<file path="config.mk">
export PLATFORM = sky130hd
export DESIGN_NAME = mc_controller
export DESIGN_NICKNAME = d
export VERILOG_FILES = /design/src/rtl/mc_controller.sv
export SDC_FILE = /design/constraint.sdc
export NUM_CORES = 1
export LEC_CHECK = 0
export CORE_UTILIZATION = 23
export CTS_BUF_LIST = sky130_fd_sc_hd__clkbuf_8 sky130_fd_sc_hd__clkbuf_16
export DETAILED_ROUTE_END_ITERATION = 10
export GPL_ROUTABILITY_DRIVEN = 1
export PLACE_DENSITY = 0.57
export SLEW_MARGIN = 20
export SYNTH_ARGS = -nofsm -noshare
export SYNTH_HDL_FRONTEND = slang
export SYNTH_SLANG_ARGS = --single-unit
</file>
<file path="constraint.sdc">
create_clock -name clk -period 3.8 [get_ports clk]
set_input_delay 0.95 -clock clk [delete_from_list [all_inputs] [get_ports clk]]
set_output_delay 0.95 -clock clk [all_outputs]
set_load 0.01 [all_outputs]
</file>
<file path="src/rtl/mc_controller.sv">
// Multicycle MIPS control FSM: sequences fetch/decode/execute/mem/writeback.
// Latency: outputs are a decode of the registered state; pcen also follows zero combinationally.
// No backpressure: advances one state per clock, unknown instructions fall back to FETCH.
module mc_controller #(
  parameter int STATE_W = 4
) (
  input  logic               clk,
  input  logic               reset,
  input  logic [5:0]         op,
  input  logic [5:0]         funct,
  input  logic               zero,
  output logic               pcen,
  output logic               irwrite,
  output logic               iord,
  output logic               memwrite,
  output logic               regwrite,
  output logic               alusrca,
  output logic [1:0]         alusrcb,
  output logic [1:0]         pcsrc,
  output logic               memtoreg,
  output logic               regdst,
  output logic [2:0]         alucont,
  output logic               illegal,
  output logic [STATE_W-1:0] state_o
);

  typedef enum logic [STATE_W-1:0] {
    FETCH   = STATE_W'(0),
    DECODE  = STATE_W'(1),
    MEMADR  = STATE_W'(2),
    MEMRD   = STATE_W'(3),
    MEMWB   = STATE_W'(4),
    MEMWR   = STATE_W'(5),
    RTYPEEX = STATE_W'(6),
    RTYPEWB = STATE_W'(7),
    BEQEX   = STATE_W'(8),
    ADDIEX  = STATE_W'(9),
    ADDIWB  = STATE_W'(10),
    JEX     = STATE_W'(11)
  } state_t;

  localparam logic [5:0] OP_LW   = 6'b100011;
  localparam logic [5:0] OP_SW   = 6'b101011;
  localparam logic [5:0] OP_RTYP = 6'b000000;
  localparam logic [5:0] OP_BEQ  = 6'b000100;
  localparam logic [5:0] OP_ADDI = 6'b001000;
  localparam logic [5:0] OP_J    = 6'b000010;

  state_t     state, state_nxt;
  logic       pcwrite, branch;
  logic       op_ok, funct_ok;
  logic [2:0] funct_alu;

  assign state_o = state;
  assign pcen    = pcwrite | (branch & zero);

  // Classify op and funct; funct_alu is the ALU code for supported R-type functions.
  always_comb begin
    op_ok     = 1'b1;
    funct_ok  = 1'b1;
    funct_alu = 3'b010;
    case (op)
      OP_LW, OP_SW, OP_RTYP, OP_BEQ, OP_ADDI, OP_J: op_ok = 1'b1;
      default:                                      op_ok = 1'b0;
    endcase
    case (funct)
      6'b100000: funct_alu = 3'b010;
      6'b100010: funct_alu = 3'b110;
      6'b100100: funct_alu = 3'b000;
      6'b100101: funct_alu = 3'b001;
      6'b101010: funct_alu = 3'b111;
      default:   funct_ok  = 1'b0;
    endcase
  end

  // State register; reset returns to FETCH immediately, aborting any pending write.
  always_ff @(posedge clk or posedge reset) begin
    if (reset) state <= FETCH;
    else       state <= state_nxt;
  end

  // Sticky flag for unknown opcodes and unknown R-type functions.
  always_ff @(posedge clk or posedge reset) begin
    if (reset)
      illegal <= 1'b0;
    else if ((state == DECODE && !op_ok) || (state == RTYPEEX && !funct_ok))
      illegal <= 1'b1;
  end

  // Next-state logic and Moore control decode; everything idles at 0 and alucont at add.
  always_comb begin
    state_nxt = FETCH;
    pcwrite   = 1'b0;
    branch    = 1'b0;
    irwrite   = 1'b0;
    iord      = 1'b0;
    memwrite  = 1'b0;
    regwrite  = 1'b0;
    alusrca   = 1'b0;
    alusrcb   = 2'b00;
    pcsrc     = 2'b00;
    memtoreg  = 1'b0;
    regdst    = 1'b0;
    alucont   = 3'b010;
    case (state)
      FETCH: begin
        alusrcb   = 2'b01;
        irwrite   = 1'b1;
        pcwrite   = 1'b1;
        state_nxt = DECODE;
      end
      DECODE: begin
        alusrcb = 2'b11;
        case (op)
          OP_LW, OP_SW: state_nxt = MEMADR;
          OP_RTYP:      state_nxt = RTYPEEX;
          OP_BEQ:       state_nxt = BEQEX;
          OP_ADDI:      state_nxt = ADDIEX;
          OP_J:         state_nxt = JEX;
          default:      state_nxt = FETCH;
        endcase
      end
      MEMADR: begin
        alusrca   = 1'b1;
        alusrcb   = 2'b10;
        state_nxt = (op == OP_LW) ? MEMRD : MEMWR;
      end
      MEMRD: begin
        iord      = 1'b1;
        state_nxt = MEMWB;
      end
      MEMWB: begin
        memtoreg = 1'b1;
        regwrite = 1'b1;
      end
      MEMWR: begin
        iord     = 1'b1;
        memwrite = 1'b1;
      end
      RTYPEEX: begin
        alusrca   = 1'b1;
        alucont   = funct_alu;
        state_nxt = funct_ok ? RTYPEWB : FETCH;
      end
      RTYPEWB: begin
        regdst   = 1'b1;
        regwrite = 1'b1;
      end
      BEQEX: begin
        alusrca = 1'b1;
        alucont = 3'b110;
        pcsrc   = 2'b01;
        branch  = 1'b1;
      end
      ADDIEX: begin
        alusrca   = 1'b1;
        alusrcb   = 2'b10;
        state_nxt = ADDIWB;
      end
      ADDIWB: begin
        regwrite = 1'b1;
      end
      JEX: begin
        pcsrc   = 2'b10;
        pcwrite = 1'b1;
      end
      default: state_nxt = FETCH;
    endcase
  end

endmodule

</file>
==> key figures <==
Routing
  • Antenna viol nets, final: 0
  • Vias/cell: 4.99
  • DR pass1 iterations: 4
  • Drt total wl: 1570 um
  • Initial DRC count: 6
  • Remaining DRCs: 0
  • Drt wl/cell: 11.6 um
  • Via Count: 673

Clock network
  • Clk_lat worst skew: 220 ps
  • Total CTS buffers: 3
  • CTS sink count: 5
  • H-Tree Level Count: 1
  • Post-cts repair resize count: 0
  • Root buffer cell: clkbuf_8
  • Maximum root-to-sink buffer count: 2
  • Clock Pin Slew Worst Setup and Hold Paths: 30 ps
  • CTS tree: done
  • Post-cts hold buffer count: 0
  • Setup Fix Bufs, Post-CTS: 0

Floorplanning
  • Die height: 50.7 um
  • FP Rows: 17
  • Initial Utilization: 24.4%
  • Die X: 50.7 um
  • Core area: 2230 um2
  • Die area: 2570 um2
  • Io pins: 35

STA
  • Final hold viol count: 0
  • Unrepaired setup endpoints after global routing: false
  • Setup TNS: 0 ps
  • Setup violations, final: 0
  • Worst slew pin tran: 456 ps
  • Crit share post-route: 91.1%
  • Final slew viol count: 0
  • Final worst path period need: 3460 ps
  • Clock Skew: 1.72 ps
  • Max Freq: 0.289 GHz
  • Max-slew headroom: 69.6%

Critical path
  • Worst R2R Setup Slack: 2300 ps
  • WP data required: 2850 ps
  • Crit end category: output pin
  • Worst Setup Start Kind: input pin
  • WP data arrival: 2510 ps
  • Reg2reg path depth: 4
  • FF-to-FF Start: state_o[1]$_DFF_PP0_
  • RR Endpoint: state_o[1]$_DFF_PP0_
  • Setup CP Type: in -> out
  • Max FO, Critical Path: 4

Status
  • Outcome: finished clean

Finish
  • Area Growth Syn to Fin: 74.1%
  • Fin nets: 123
  • Commonest non-fill, non-tap cell in the layout: clkdlybuf4s50_1
  • Most frequent cells in the layout: clkdlybuf4s50_1 (34), nor2_1 (10), nand2b_1 (6)
  • Share of layout cells above drive strength 1: 7.48%
  • Fin util: 42.5%
  • Ant diodes: 0

Place
  • Port Buffer Count: 34
  • Placer Congestion: 0.735
  • Final HPWL DP: 1260 um

Min path
  • Hold path start: illegal$_DFFE_PP0P_
  • Hold Path End: illegal$_DFFE_PP0P_
  • WHS Path Cells: 2
  • Hold Crit Class: reg -> reg

Global routing
  • Largest net degree at the start of global routing: 16
  • Tot GR Track Use: 13.6%
  • Initial antenna violation count: 0
  • Remaining Overflow, GRT: 0
  • Vias in the first global route: 629
  • Global-route wire length before repair: 2500 um

Yosys
  • Synthesized area: 546 um2
  • Synth Register Bits: 5
  • Post-synth cell types: 35
  • Seq/Total Area, Yosys: 22.9%
  • Yosys warnings: 0
  • Mapped Avg Cell Area: 7.47 um2
  • Syn nets: 88
  • Mapped Cells: 73

Pwr
  • P per Cell Area: 421 nW/um2
  • Static leakage: 0.351 nW
  • Maximum VDD drop: 0.191 mV

Flow run
  • Maxcap violations: 0
==> layer usage <==
layer	GRT usage [%]	wire, um
met2	23.8	747
met4	12.5	56
met3	2.73	99
met1	13.2	668
met5	0	0
==> through the flow <==
step                      std cells  power, mW  worst slack [ps]  hold slack (ps)  instance area, um2
after floorplan                  73      0.190              1380              501                 546
after global placement          131      0.303               403              460                 905
after detailed placement        131      0.305               347              456                 905
after CTS                       135      0.405               336              471                 950
after global routing            135      0.428               192              478                 950
final                           135      0.400               339              465                 950
==> state kept, by name (all words and copies together), names as in the netlist <==
| name | count |
|---|---|
| illegal | 1 |
| state_o | 4 |
==> logic make-up (layout without fill, tap and decap cells) <==
group,Yosys count,count (layout),share of synthesized area (%)
xor+xnor,3,3,4.82
flops,5,5,22.9
mux,2,2,3.67
compound gates,18,18,25.2
simple gates,40,40,39.7
buf+inv,5,39,3.67
==> worst max-delay path by stage <==
stage,startpoint,endpoint,slack (ps)
after floorplan,funct[3],alucont[0],1380
after global placement,funct[1],alucont[0],400
after detailed placement,funct[2],alucont[0],350
after CTS,funct[2],alucont[0],340
after global routing,funct[2],alucont[0],190
final,funct[2],alucont[0],340
==> area by class of cell <==
class / count / area, um2
inverters: 1 / 3.75
multi-input cells: 63 / 400
well taps: 28 / 35.0
clock buffers: 3 / 41.3
flip-flops and latches: 5 / 125
repair buffers: 34 / 340
clock inverters: 1 / 3.75
fillers: 252 / 1280
==> where the power goes <==
part	internal [mW]	total (mW)	switching, mW
sequential	0.0627	0.0971	0.0343
clock	0.0694	0.0976	0.0282
combinational	0.120	0.205	0.0846
total	0.253	0.400	0.147
==> worst max-delay path: stages <==
cell,delay [ps]
clkdlybuf4s50_1,510
nor3b_1,280
a22oi_1,130
nor2_1,100
clkdlybuf4s50_1,530
==> cell usage after synthesis <==
master	number	area (um2)
nand2b_1	6	37.5
or4_1	1	7.51
o21a_1	2	15.0
clkbuf_1	2	7.51
a211oi_1	2	15.0
or2_1	1	6.26
a21oi_1	2	10.0
o21ai_0	4	20.0
o41ai_1	1	8.76
dfrtp_1	5	125
o211a_1	1	10.0
a31o_2	1	8.76
xor2_1	2	17.5
a31oi_1	1	6.26
a21o_1	1	7.51
nor3b_1	3	22.5
nand2_1	3	11.3
nand3_1	3	15.0
nand4_1	1	6.26
buf_1	1	3.75
nor3_1	5	25.0
nor2b_1	2	12.5
xnor2_1	1	8.76
a22oi_1	1	7.51
or2_2	1	6.26
o211ai_2	1	12.5
nor4_1	1	6.26
mux2i_1	2	20.0
o311ai_2	1	16.3
or3_1	1	6.26
buf_2	1	5.00
inv_1	1	3.75
or2_0	1	6.26
nor2_1	10	37.5
nand3_2	1	10.0
No activity file was read; power rests on OpenSTA's default activity.
